==> src/rtl/bf16_divider_seq_pkg.sv <==
// Shared constants, iteration count and FSM encoding for the bf16 divider.
// Optional feature macro: BF16_DIV_ROUND_EN (guard bit + sticky, round-to-nearest-even).
package bf16_divider_seq_pkg;

  localparam int          BF16_BIAS = 127;
  localparam logic [14:0] BF16_ZERO = 15'h0000;
  localparam logic [14:0] BF16_INF  = 15'h7F80;

`ifdef BF16_DIV_ROUND_EN
  localparam int ITER     = 10;
  localparam bit ROUND_EN = 1'b1;
`else
  localparam int ITER     = 9;
  localparam bit ROUND_EN = 1'b0;
`endif

  typedef enum logic [2:0] {
    S_IDLE = 3'd0,
    S_PREP = 3'd1,
    S_DIV  = 3'd2,
    S_POST = 3'd3,
    S_DONE = 3'd4
  } state_t;

endpackage

==> src/rtl/bf16_lzc8.sv <==
// 8-bit leading-zero counter; returns 8 for an all-zero input.
module bf16_lzc8 (
  input  logic [7:0] din,
  output logic [3:0] cnt
);

  always_comb begin
    cnt = 4'd8;
    // Scan upward so the highest set bit is the one that sticks.
    for (int i = 0; i < 8; i++) begin
      if (din[i]) cnt = 4'(7 - i);
    end
  end

endmodule

==> src/rtl/bf16_divider_seq.sv <==
// Iterative bf16 divider, restoring radix-2, one quotient bit per cycle.
// Build macro BF16_DIV_ROUND_EN enables round-to-nearest-even (one extra DIV cycle).
module bf16_divider_seq
  import bf16_divider_seq_pkg::*;
#(
  parameter int BIAS = BF16_BIAS
) (
  input  logic        clk,
  input  logic        rst_n,
  input  logic        in_valid,
  output logic        in_ready,
  input  logic [15:0] num1,
  input  logic [15:0] num2,
  output logic        out_valid,
  input  logic        out_ready,
  output logic [15:0] quo
);

  localparam logic signed [9:0] BIAS_S = 10'(BIAS);

  state_t                   state_q, state_d;
  logic [15:0]              a_q, a_d, b_q, b_d;
  logic [7:0]               mb_q, mb_d;
  logic signed [9:0]        e_q, e_d;
  logic [8:0]               rem_q, rem_d;
  logic [ITER-1:0]          q_q, q_d;
  logic [3:0]               cnt_q, cnt_d;
  logic                     sign_q, sign_d;
  logic [15:0]              quo_q, quo_d;
  logic                     out_valid_q, out_valid_d;

  logic [3:0]               lzc_a, lzc_b;
  logic [7:0]               ma, mb;
  logic signed [9:0]        ea_eff, eb_eff, e_n, sh;
  logic                     ge, guard, sticky, inc;
  logic [8:0]               rem_sel;
  logic [6:0]               frac;
  logic [15:0]              wide;
  logic [14:0]              body;

  bf16_lzc8 u_lzc_a (.din({1'b0, a_q[6:0]}), .cnt(lzc_a));
  bf16_lzc8 u_lzc_b (.din({1'b0, b_q[6:0]}), .cnt(lzc_b));

  assign in_ready  = (state_q == S_IDLE);
  assign out_valid = out_valid_q;
  assign quo       = quo_q;

  always_comb begin
    state_d     = state_q;
    a_d         = a_q;
    b_d         = b_q;
    mb_d        = mb_q;
    e_d         = e_q;
    rem_d       = rem_q;
    q_d         = q_q;
    cnt_d       = cnt_q;
    sign_d      = sign_q;
    quo_d       = quo_q;
    out_valid_d = out_valid_q;
    ma          = 8'h00;
    mb          = 8'h00;
    ea_eff      = '0;
    eb_eff      = '0;
    e_n         = '0;
    sh          = '0;
    ge          = 1'b0;
    rem_sel     = '0;
    frac        = '0;
    guard       = 1'b0;
    sticky      = 1'b0;
    inc         = 1'b0;
    wide        = '0;
    body        = '0;

    case (state_q)
      S_IDLE: begin
        if (in_valid) begin
          a_d     = num1;
          b_d     = num2;
          state_d = S_PREP;
        end
      end

      S_PREP: begin
        sign_d = a_q[15] ^ b_q[15];
        if (a_q[14:7] == 8'hFF || b_q[14:7] == 8'hFF || b_q[14:0] == 15'h0) begin
          quo_d       = {a_q[15] ^ b_q[15], BF16_INF};
          out_valid_d = 1'b1;
          state_d     = S_DONE;
        end else if (a_q[14:0] == 15'h0) begin
          quo_d       = {a_q[15] ^ b_q[15], BF16_ZERO};
          out_valid_d = 1'b1;
          state_d     = S_DONE;
        end else begin
          // Subnormals are normalised here so DIV always sees mantissas in [1,2).
          if (a_q[14:7] == 8'h00) begin
            ma     = {1'b0, a_q[6:0]} << lzc_a;
            ea_eff = 10'sd1 - $signed({6'b0, lzc_a});
          end else begin
            ma     = {1'b1, a_q[6:0]};
            ea_eff = $signed({2'b0, a_q[14:7]});
          end
          if (b_q[14:7] == 8'h00) begin
            mb     = {1'b0, b_q[6:0]} << lzc_b;
            eb_eff = 10'sd1 - $signed({6'b0, lzc_b});
          end else begin
            mb     = {1'b1, b_q[6:0]};
            eb_eff = $signed({2'b0, b_q[14:7]});
          end
          rem_d   = {1'b0, ma};
          mb_d    = mb;
          e_d     = ea_eff - eb_eff + BIAS_S;
          q_d     = '0;
          cnt_d   = 4'd0;
          state_d = S_DIV;
        end
      end

      S_DIV: begin
        ge      = (rem_q >= {1'b0, mb_q});
        rem_sel = ge ? (rem_q - {1'b0, mb_q}) : rem_q;
        rem_d   = rem_sel << 1;
        q_d     = {q_q[ITER-2:0], ge};
        cnt_d   = cnt_q + 4'd1;
        if (cnt_q == 4'(ITER - 1)) state_d = S_POST;
      end

      S_POST: begin
        e_n = q_q[ITER-1] ? e_q : (e_q - 10'sd1);
`ifdef BF16_DIV_ROUND_EN
        if (q_q[ITER-1]) begin
          frac   = q_q[8:2];
          guard  = q_q[1];
          sticky = q_q[0] | (|rem_q);
        end else begin
          frac   = q_q[7:1];
          guard  = q_q[0];
          sticky = |rem_q;
        end
`else
        frac = q_q[ITER-1] ? q_q[7:1] : q_q[6:0];
`endif
        sh = 10'sd1 - e_n;
        if (e_n >= 10'sd255) begin
          quo_d = {sign_q, BF16_INF};
        end else if (e_n <= 10'sd0) begin
          if (sh > 10'sd8) begin
            quo_d = {sign_q, BF16_ZERO};
          end else begin
            // Denormalise with guard/sticky carried along so rounding follows the shift.
            wide   = {1'b1, frac, guard, 7'b0} >> sh[3:0];
            body   = {8'h00, wide[14:8]};
            inc    = ROUND_EN & wide[7] & (sticky | (|wide[6:0]) | wide[8]);
            quo_d  = {sign_q, body + {14'b0, inc}};
            guard  = wide[15];
          end
        end else begin
          body  = {e_n[7:0], frac};
          // A mantissa carry ripples into the exponent field, possibly up to INF.
          inc   = ROUND_EN & guard & (sticky | frac[0]);
          quo_d = {sign_q, body + {14'b0, inc}};
        end
        out_valid_d = 1'b1;
        state_d     = S_DONE;
      end

      S_DONE: begin
        if (out_ready) begin
          out_valid_d = 1'b0;
          state_d     = S_IDLE;
        end
      end

      default: state_d = S_IDLE;
    endcase
  end

  always_ff @(posedge clk or negedge rst_n) begin
    if (!rst_n) begin
      state_q     <= S_IDLE;
      a_q         <= '0;
      b_q         <= '0;
      mb_q        <= '0;
      e_q         <= '0;
      rem_q       <= '0;
      q_q         <= '0;
      cnt_q       <= '0;
      sign_q      <= 1'b0;
      quo_q       <= '0;
      out_valid_q <= 1'b0;
    end else begin
      state_q     <= state_d;
      a_q         <= a_d;
      b_q         <= b_d;
      mb_q        <= mb_d;
      e_q         <= e_d;
      rem_q       <= rem_d;
      q_q         <= q_d;
      cnt_q       <= cnt_d;
      sign_q      <= sign_d;
      quo_q       <= quo_d;
      out_valid_q <= out_valid_d;
    end
  end

endmodule
==> config.mk <==
export PLATFORM = sky130hd
export DESIGN_NAME = bf16_divider_seq
export DESIGN_NICKNAME = d
export VERILOG_FILES = /design/src/rtl/bf16_divider_seq_pkg.sv /design/src/rtl/bf16_lzc8.sv /design/src/rtl/bf16_divider_seq.sv
export SDC_FILE = /design/constraint.sdc
export NUM_CORES = 1
export LEC_CHECK = 0
export ABC_CLOCK_PERIOD_IN_PS = 4300
export BUFFER_PORTS_ARGS = -buffer_cell sky130_fd_sc_hd__buf_2
export CORE_ASPECT_RATIO = 1.4
export CORE_MARGIN = 1.5
export CORE_UTILIZATION = 25
export CTS_BUF_LIST = sky130_fd_sc_hd__clkbuf_4 sky130_fd_sc_hd__clkbuf_8
export DETAILED_ROUTE_END_ITERATION = 10
export PLACE_DENSITY = 0.46
export SYNTH_ARGS = -nofsm -noshare
export SYNTH_HDL_FRONTEND = slang
export SYNTH_SLANG_ARGS = --single-unit
export TNS_END_PERCENT = 30
==> constraint.sdc <==
create_clock -name clk -period 4.3 [get_ports clk]
set_input_delay 0.43 -clock clk [delete_from_list [all_inputs] [get_ports clk]]
set_output_delay 0.43 -clock clk [all_outputs]
set_load 0.005 [all_outputs]
# Word level (Yosys, flattened, before mapping)
# Cells that the tools add are included.
# word_totals
ff_bits	93
input_bits	36
output_inout_bits	18
elab_cells	110
# classes
addsub	8
n_lt_le_gt_ge	4
n_eq_ne	13
shifts	3
n_mux	52
bitwise_logic	3
reduce_logical	16
# ops
op	count
$mux W10	9
$mux W4	16
$mux W9	4
$pmux W9 S2	2
$mux W16	2
$pmux W16 S2	1
$logic_not A15 Y1	2
$mux W15	2
$mux W8	3
$eq A8 B8 Y1 const B	2
$logic_not A8 Y1	2
$shl A7 B4 Y8	2
$shr A16 B4 Y15	1
$mux W3	5
$pmux W3 S5	1
$mux W7	2
$reduce_and A3 Y1	4
$add A10 B8 Y10 const B	1
$ge A10 B9 Y1 const B	1
$gt A10 B5 Y1 const B	1
$le A10 B1 Y1 const B	1
$ne A2 B2 Y1 const B	5
$sub A1 B4 Y5 const A	2
$sub A10 B10 Y10	1
20 further kinds	27

# Depth between registers and ports, before layout
# Gate-level depths: netlist of the first run.
# logic_depth
word_depth	14
mapped_depth	18
ltp_nobuf	17

# Modules after synthesis
# A second synthesis of the first run with hierarchy kept.
# unflattened
cells_unflattened	714
hier_area_um2	6408.6
# modules_own_cells
mod	n_inst	cells_per_inst	area_each_um2	seq_area_each_um2
bf16_divider_seq	1	686	6236.0	2327.2
bf16_lzc8	2	14	86.3	0.0

# Least setup slack after synthesis of the first run
# Ideal clock, no wire load.
# synth_path
path_kind	register to register
from	register a_q[11]
to	register e_q[9]
setup_ns	0.083
t_arrival_ns	3.328
required_ns	4.217
path_slack_ns	0.889
path_stages_with_launch	18
path_buffers	1
period_less_slack_ns	3.411
cell_sequence	dfrtp_1 > nor4_1 > nand2_1 > or2_2 > clkbuf_1 > nor2_1 > a21o_1 > ha_1 > ha_1 > fa_1 > a21oi_1 > nor2_1 > nor2_1 > o21bai_1 > a21oi_1 > o21ai_0 > xor2_1 > o21ai_0
# synth_via
elab_chain_len	7
elab_cells_between_ends	14
classes_between	2 x add/sub; 1 x eq/ne; 4 x mux; 2 x bitwise; 5 x reduce/logical
# synth_lines
element	line_no	source
start: declaration	bf16_divider_seq.sv:22	logic [15:0] a_q, a_d, b_q, b_d;
start signal: assignment	bf16_divider_seq.sv:181	a_q <= '0;
start signal: assignment	bf16_divider_seq.sv:193	a_q <= a_d;
$logic_not A8 Y1	bf16_divider_seq.sv:96	if (a_q[14:7] == 8'h00) begin
$mux W10	bf16_divider_seq.sv:96	
$mux W10	bf16_divider_seq.sv:90	end else if (a_q[14:0] == 15'h0) begin
$mux W10	bf16_divider_seq.sv:86	if (a_q[14:7] == 8'hFF || b_q[14:7] == 8'hFF || b_q[14:0] == 15'h0) begin
$mux W10	bf16_divider_seq.sv:75	case (state_q)
$sub A10 B10 Y10	bf16_divider_seq.sv:112	e_d = ea_eff - eb_eff + BIAS_S;
$add A10 B8 Y10	bf16_divider_seq.sv:112	
end signal: assignment	bf16_divider_seq.sv:184	e_q <= '0;
end signal: assignment	bf16_divider_seq.sv:196	e_q <= e_d;
end: declaration	bf16_divider_seq.sv:24	logic signed [9:0] e_q, e_d;
# Parallel ways exist; a longest one is shown, timed or not. The select of a mux whose other input is x is not followed.
# A chain may end at the register's enable or synchronous reset.

# Final worst setup path of the first run
# Ends and elaborated chain as after synthesis.

==> flow_summary_export.csv, run 1 <==
group,metric,value,unit
worst_setup_path,rr_endpoint,"e_q[9]$_DFFE_PN0P_",
timing,setup_viol,0,
yosys,synth_warnings,0,
worst_setup_path,crit_type,"reg -> reg",
cts,cts_made_buffers,9,
global_routing,grt_pass1_vias,4932,
timing,worstMarginPinSlew,0.824,ns
route,vias,4878,
die,die_w,136,um
yosys,yosys-top-cells-area,"dfrtp_1, mux2_2, ha_1, nand2_1, o21ai_0",
cts,cts_buffer_depth,2,
yosys,syn-num-nets,730,
placed_design,placedCellCount,999,
yosys,synthesis.instances,660,
timing,max_freq,0.269,GHz
route,drc,0,
finish,n_antenna_cell,0,
timing,finalSetupTns,0,ns
die,row_count,67,
timing,fin_skew,0.0177,ns
yosys,yosysSeqAreaShare,0.378,
cts,hold_buffers,0,
yosys,synth_top_area_share,0.378,
cts,root_buffer,"clkbuf_8",
die,core,24100,um2
yosys,synth_edf_count,0,
timing,fin_ws,0.583,ns
finish,fin_cells,1015,
global_routing,grt-ovfl-total,0,
timing,period_minus_slack,3.72,ns
placed_design,gp_congestion,0.796,
route,drt-initial-drc-count,157,
global_routing,antenna_found_initial,0,
route,ant_nets,0,
die,die_h,189,um
cts,cts.repair.resized,0,
yosys,synth_area_per_cell,9.32,um2
cts,cts_setup_buffers,0,
worst_setup_path,cp-start-kind,"flip-flop",
finish,drive_gt1_frac,0.206,
route,drtPass1Iterations,4,
die,dieArea,25600,um2
cts,cts-htree-levels,3,
worst_setup_path,endpoint_kind,"flip-flop",
timing,slew_violations,0,
pwr,cellLeakagePower,2.95,nW
die,start_util,0.256,
timing,finalHoldViolations,0,
worst_setup_path,rr_worst_depth,16,
yosys,postSynth.asyncResetShare,1.00,
cts,cts_tree,"done",
global_routing,grt_max_degree,63,
yosys,syn-cell-area,6150,um2
timing,period_share,0.864,
cts,clock_latency,0.39,ns
cts,clkSinkCount,93,
finish,syn_to_final_growth,13.0,%
worst_setup_path,reg2reg_slack,0.58,ns
global_routing,track_usage,0.126,
worst_setup_path,cp_max_fo,11,
finish,seq_area,2330,um2
die,io-pin-count,54,
worst_hold_path,hold_path.class,"in -> async",
job,cap_violations,0,
yosys,synth_ff_type,"dfrtp_1",
cts,path_clk_slew,0.10,ns
finish,nets,770,
route,avgViaCountPerCell,4.81,
worst_setup_path,arrival,4.04,ns
route,wl_per_cell,15.1,um
timing,relSlewSlack,0.450,
worst_setup_path,cp.required,4.62,ns
global_routing,grt_pass1_wl,25700,um
pwr,finalPower,5.90,mW
timing,rsz0062_at_grt,"no",
yosys,ys_ff_latch,93,
pwr,ir_worst_vdd,0.272,mV
pwr,cellPowerDensity,848,nW/um2
finish,multi_input_area,3570,um2
outcome,outcome,"completed",
finish,fillers,2561,
placed_design,dpl.hpwl,11500,um
worst_setup_path,r2r-start,"a_q[11]$_DFFE_PN0P_",
placed_design,post-place-ws,0.553,ns
yosys,synthDistinctLibCells,74,
placed_design,io_buffer_count,53,
route,routed_wirelength,15300,um
yosys,yosysTopAreaCell,"dfrtp_1",
-- where the power goes --
| group | switching, mW | internal, mW |
|---|---|---|
| logic | 1.90 | 1.60 |
| registers | 0.527 | 1.28 |
| clock network | 0.345 | 0.242 |
-- sequential cells by signal (all words and copies together) (netlist names) --
name,count
sign_q,1
cnt_q,4
out_valid,1
q_q,9
a_q,16
mb_q,8
rem_q,9
quo,16
b_q,16
e_q,10
state_q,3
-- placed cells by master (no fill, tap or decap), types with 8 or more instances in the layout --
| cell | n |
|---|---|
| buf_2 | 52 |
| ha_1 | 32 |
| nor2_1 | 51 |
| mux2i_1 | 18 |
| o21ai_1 | 24 |
| a21oi_1 | 35 |
| xor2_1 | 11 |
| nor3_1 | 10 |
| a22o_1 | 8 |
| mux2_2 | 37 |
| nand3_1 | 13 |
| buf_4 | 16 |
| clkbuf_8 | 11 |
| a22oi_1 | 8 |
| nand2_1 | 64 |
| o21ai_0 | 39 |
| dfrtp_1 | 93 |
| xnor2_1 | 13 |
| inv_1 | 26 |
| nand2b_1 | 10 |
| a211oi_1 | 8 |
-- how the worst max path moves through the flow --
stage                              startpoint                 end  slack [ns]  cells past startpoint
final                     a_q[11]$_DFFE_PN0P_  e_q[9]$_DFFE_PN0P_        0.58                     16
after floorplan           a_q[11]$_DFFE_PN0P_  e_q[9]$_DFFE_PN0P_        0.89                     17
after global placement     b_q[2]$_DFFE_PN0P_  e_q[9]$_DFFE_PN0P_        0.68                     15
after CTS                 a_q[11]$_DFFE_PN0P_  e_q[9]$_DFFE_PN0P_        0.53                     16
after detailed placement  a_q[11]$_DFFE_PN0P_  e_q[9]$_DFFE_PN0P_        0.55                     16
after global routing      a_q[11]$_DFFE_PN0P_  e_q[9]$_DFFE_PN0P_        0.29                     16
-- cells in the mapped netlist, types with 3 or more instances --
library cell / instances
mux2i_1: 18
a21oi_1: 35
nand2b_1: 10
or4b_1: 3
nand4_1: 7
nor4_1: 6
a22o_1: 8
ha_1: 32
nand2_1: 64
buf_2: 3
dfrtp_1: 93
or4_1: 3
or3_1: 4
o21ai_0: 39
nor2b_1: 7
xnor2_1: 13
nand3_1: 13
a21o_1: 6
o211ai_1: 6
o21bai_1: 5
or2_2: 4
mux2_2: 37
o21ai_1: 24
o21a_1: 3
a211oi_1: 8
a221oi_1: 5
inv_1: 26
clkbuf_1: 33
o31ai_2: 3
a22oi_1: 8
mux2_1: 5
nor2_1: 51
xor2_1: 11
nor3_1: 11
o31ai_1: 7
-- worst max-delay path, stage by stage, from the launching register on --
cell      delay (ns)
dfrtp_1         0.41
nor4_1          0.45
nand2_1         0.11
or2_2           0.39
nor2_1          0.20
a21o_1          0.14
ha_1            0.22
ha_1            0.23
fa_1            0.42
a21oi_1         0.15
nor2_1          0.05
nor2_1          0.15
o21bai_1        0.09
a21oi_1         0.22
o21ai_0         0.14
xor2_1          0.15
o21ai_0         0.13
-- through the flow --
step,util,cell area [um2],hold WS (ns)
after detailed placement,0.281,6770,0.446
after global routing,0.289,6950,0.192
after floorplan,-,6150,0.134
after CTS,0.289,6950,0.156
after global placement,0.281,6770,0.431
final,0.289,6950,0.133
-- kinds of logic after synthesis --
| group | synth area share |
|---|---|
| xor+xnor | 0.0368 |
| simple gates | 0.169 |
| flops | 0.378 |
| fa+ha+maj | 0.0716 |
| mux | 0.110 |
| buf+inv | 0.0421 |
| compound gates | 0.193 |
-- layout make-up --
type                            count  area share
Tap cell                          310      0.0558
Clock inverter                      5     0.00486
Clock buffer                       11      0.0218
Inverter                           26      0.0140
Sequential cell                    93       0.335
Timing Repair Buffer               68      0.0547
Multi-Input combinational cell    502       0.514
-- per-layer routing --
layer / global-route usage / share of wire
met1: 0.162 / 0.46
met2: 0.213 / 0.49
met3: 0.0202 / 0.027
met4: 0.0426 / 0.016
met5: 0 / 0
Note: power is estimated with default switching activity, not from simulation.
==> run 2, diff against run 1 <==
--- a/config.mk
+++ b/config.mk
@@ -12,7 +12,7 @@
 export CORE_UTILIZATION = 25
 export CTS_BUF_LIST = sky130_fd_sc_hd__clkbuf_4 sky130_fd_sc_hd__clkbuf_8
 export DETAILED_ROUTE_END_ITERATION = 10
-export PLACE_DENSITY = 0.46
+export SKIP_CTS_REPAIR_TIMING = 1
 export SYNTH_ARGS = -nofsm -noshare
 export SYNTH_HDL_FRONTEND = slang
 export SYNTH_SLANG_ARGS = --single-unit
==> flow_summary_export.csv, run 2 (same netlist as run 1, synthesis figures left out) <==
group,metric,value,unit
worst_setup_path,cp-startpoint,"b_q[2]$_DFFE_PN0P_",
route,wl_per_cell,14.1,um
worst_setup_path,path_delay_family,"compound AO/OA/AOI/OAI gates",
pwr,netSwitchingPower,2.73,mW
global_routing,grt_pass1_vias,4799,
finish,mostFrequentLayoutCells,"dfrtp_1, nand2_1, buf_2, nor2_1, o21ai_0",
timing,worstMarginPinSlew,1.01,ns
placed_design,post-place-ws,0.554,ns
pwr,pwr-share-seq,0.311,
worst_setup_path,cp.depth,15,
die,io-pin-count,54,
pwr,power.internal,3.15,mW
global_routing,antenna_found_initial,0,
timing,slew_violations,0,
die,die_h,189,um
cts,cts-htree-levels,3,
placed_design,placedCellCount,996,
cts,root_buffer,"clkbuf_8",
finish,drive_gt1_frac,0.202,
worst_setup_path,rr_endpoint,"e_q[9]$_DFFE_PN0P_",
worst_setup_path,endpoint,"e_q[9]$_DFFE_PN0P_",
route,drt-initial-drc-count,289,
worst_setup_path,cp_slowest_cell,"dfrtp_1",
route,avgViaCountPerCell,4.82,
pwr,cellPowerDensity,847,nW/um2
worst_setup_path,worst-path-buf-inv,1,
global_routing,grt_max_degree,66,
route,ant_nets,0,
timing,rsz0062_at_grt,"no",
job,cap_violations,0,
global_routing,track_usage,0.117,
die,die_w,136,um
route,drtPass1Iterations,4,
worst_setup_path,r2r-start,"b_q[2]$_DFFE_PN0P_",
worst_setup_path,cp_common_cell,"a21oi_1",
worst_setup_path,reg2reg_slack,0.55,ns
cts,path_clk_slew,0.09,ns
worst_setup_path,crit_type,"reg -> reg",
pwr,p_sw_frac,0.464,
finish,fin_cells,1012,
worst_hold_path,hold_path.class,"in -> async",
timing,period_minus_slack,3.75,ns
finish,nets,767,
global_routing,grt-ovfl-total,0,
cts,cts_made_buffers,9,
global_routing,grt_pass1_wl,24300,um
die,row_count,67,
worst_setup_path,cp-start-kind,"flip-flop",
timing,fin_ws,0.551,ns
route,vias,4881,
placed_design,io_buffer_count,53,
timing,max_freq,0.267,GHz
finish,n_antenna_cell,0,
worst_setup_path,endpoint_kind,"flip-flop",
pwr,p_clk_frac,0.104,
worst_setup_path,path_cells,"o31ai_1, nor2b_1, inv_1, ha_1, a21oi_1, ha_1, fa_1, a21oi_1, nor2_1, nor2_1, o21bai_1, a21oi_1, o21ai_0, xor2_1, o21ai_0",
timing,finalSetupTns,0,ns
placed_design,placed_cell_area,6740,um2
route,drc,0,
finish,post-route-util,0.289,
worst_setup_path,cpPeakStageDelay,0.50,ns
worst_setup_path,cp_max_fo,11,
cts,clock_latency,0.38,ns
timing,finalHoldViolations,0,
cts,clkSinkCount,93,
finish,final_common_cell,"dfrtp_1",
die,start_util,0.256,
route,routed_wirelength,14300,um
timing,fin_skew,0.0166,ns
die,dieArea,25600,um2
worst_setup_path,rr_worst_depth,15,
timing,setup_viol,0,
pwr,finalPower,5.88,mW
outcome,outcome,"completed",
finish,syn_to_final_growth,12.8,%
timing,whs,0.145,ns
cts,cts_buffer_depth,2,
finish,finalInstanceArea,6940,um2
placed_design,gp_congestion,0.871,
timing,period_share,0.872,
placed_design,dpl.hpwl,10800,um
pwr,cellLeakagePower,2.94,nW
worst_setup_path,arrival,4.04,ns
die,core,24100,um2
cts,cts_tree,"done",
pwr,comb_power_share,0.585,
timing,relSlewSlack,0.324,
pwr,ir_worst_vdd,0.308,mV
worst_setup_path,cp.required,4.59,ns
-- run 2: changes by cell type in the layout (fill, tap and decap cells not counted) --
cell        previous run  this run
buf_4                 16        13
bufinv_16              0         1
clkbuf_8              11        10
clkinv_2               2         3
clkinvlp_4             2         1
-- run 2: how the worst min path moves through the flow --
stage	startpoint	endpoint	slack, ns	cells past startpoint
floorplan	rst_n	a_q[0]$_DFFE_PN0P_	0.13	0
global placement	mb_q[7]$_DFFE_PN0P_	mb_q[7]$_DFFE_PN0P_	0.44	2
detailed placement	mb_q[7]$_DFFE_PN0P_	mb_q[7]$_DFFE_PN0P_	0.44	2
CTS	rst_n	b_q[7]$_DFFE_PN0P_	0.17	1
global route	rst_n	b_q[9]$_DFFE_PN0P_	0.22	1
finish	rst_n	b_q[7]$_DFFE_PN0P_	0.14	1
-- run 2: cell type report --
cell class                      instances  area (um2)
Multi-Input combinational cell        502        3570
Sequential cell                        93        2330
Clock buffer                           10         138
Timing Repair Buffer                   65         358
Tap cell                              310         388
Fill cell                            2556       17100
Inverter                               26        97.6
Clock inverter                          6        61.3
-- run 2: worst reg2reg max path: stages (launching register included) --
cell and delay (ns):
dfrtp_1 0.50, o31ai_1 0.41, nor2b_1 0.36, inv_1 0.08, ha_1 0.28, a21oi_1 0.19
ha_1 0.30, fa_1 0.47, a21oi_1 0.16, nor2_1 0.05, nor2_1 0.14, o21bai_1 0.08
a21oi_1 0.21, o21ai_0 0.14, xor2_1 0.15, o21ai_0 0.14
-- run 2: power by group through the flow --
stage	logic, mW	clock network [mW]	registers (mW)
finish	3.44	0.613	1.83
global route	3.89	0.657	1.92
CTS	3.46	0.635	1.83
detailed placement	3.44	0	1.85
global placement	3.40	0	1.84
floorplan	2.88	0	1.56
-- run 2: per-layer routing --
metal	GRT usage	part of all wire
met5	0	0
met4	0.0525	0.023
met3	0.0164	0.033
met2	0.197	0.48
met1	0.147	0.46
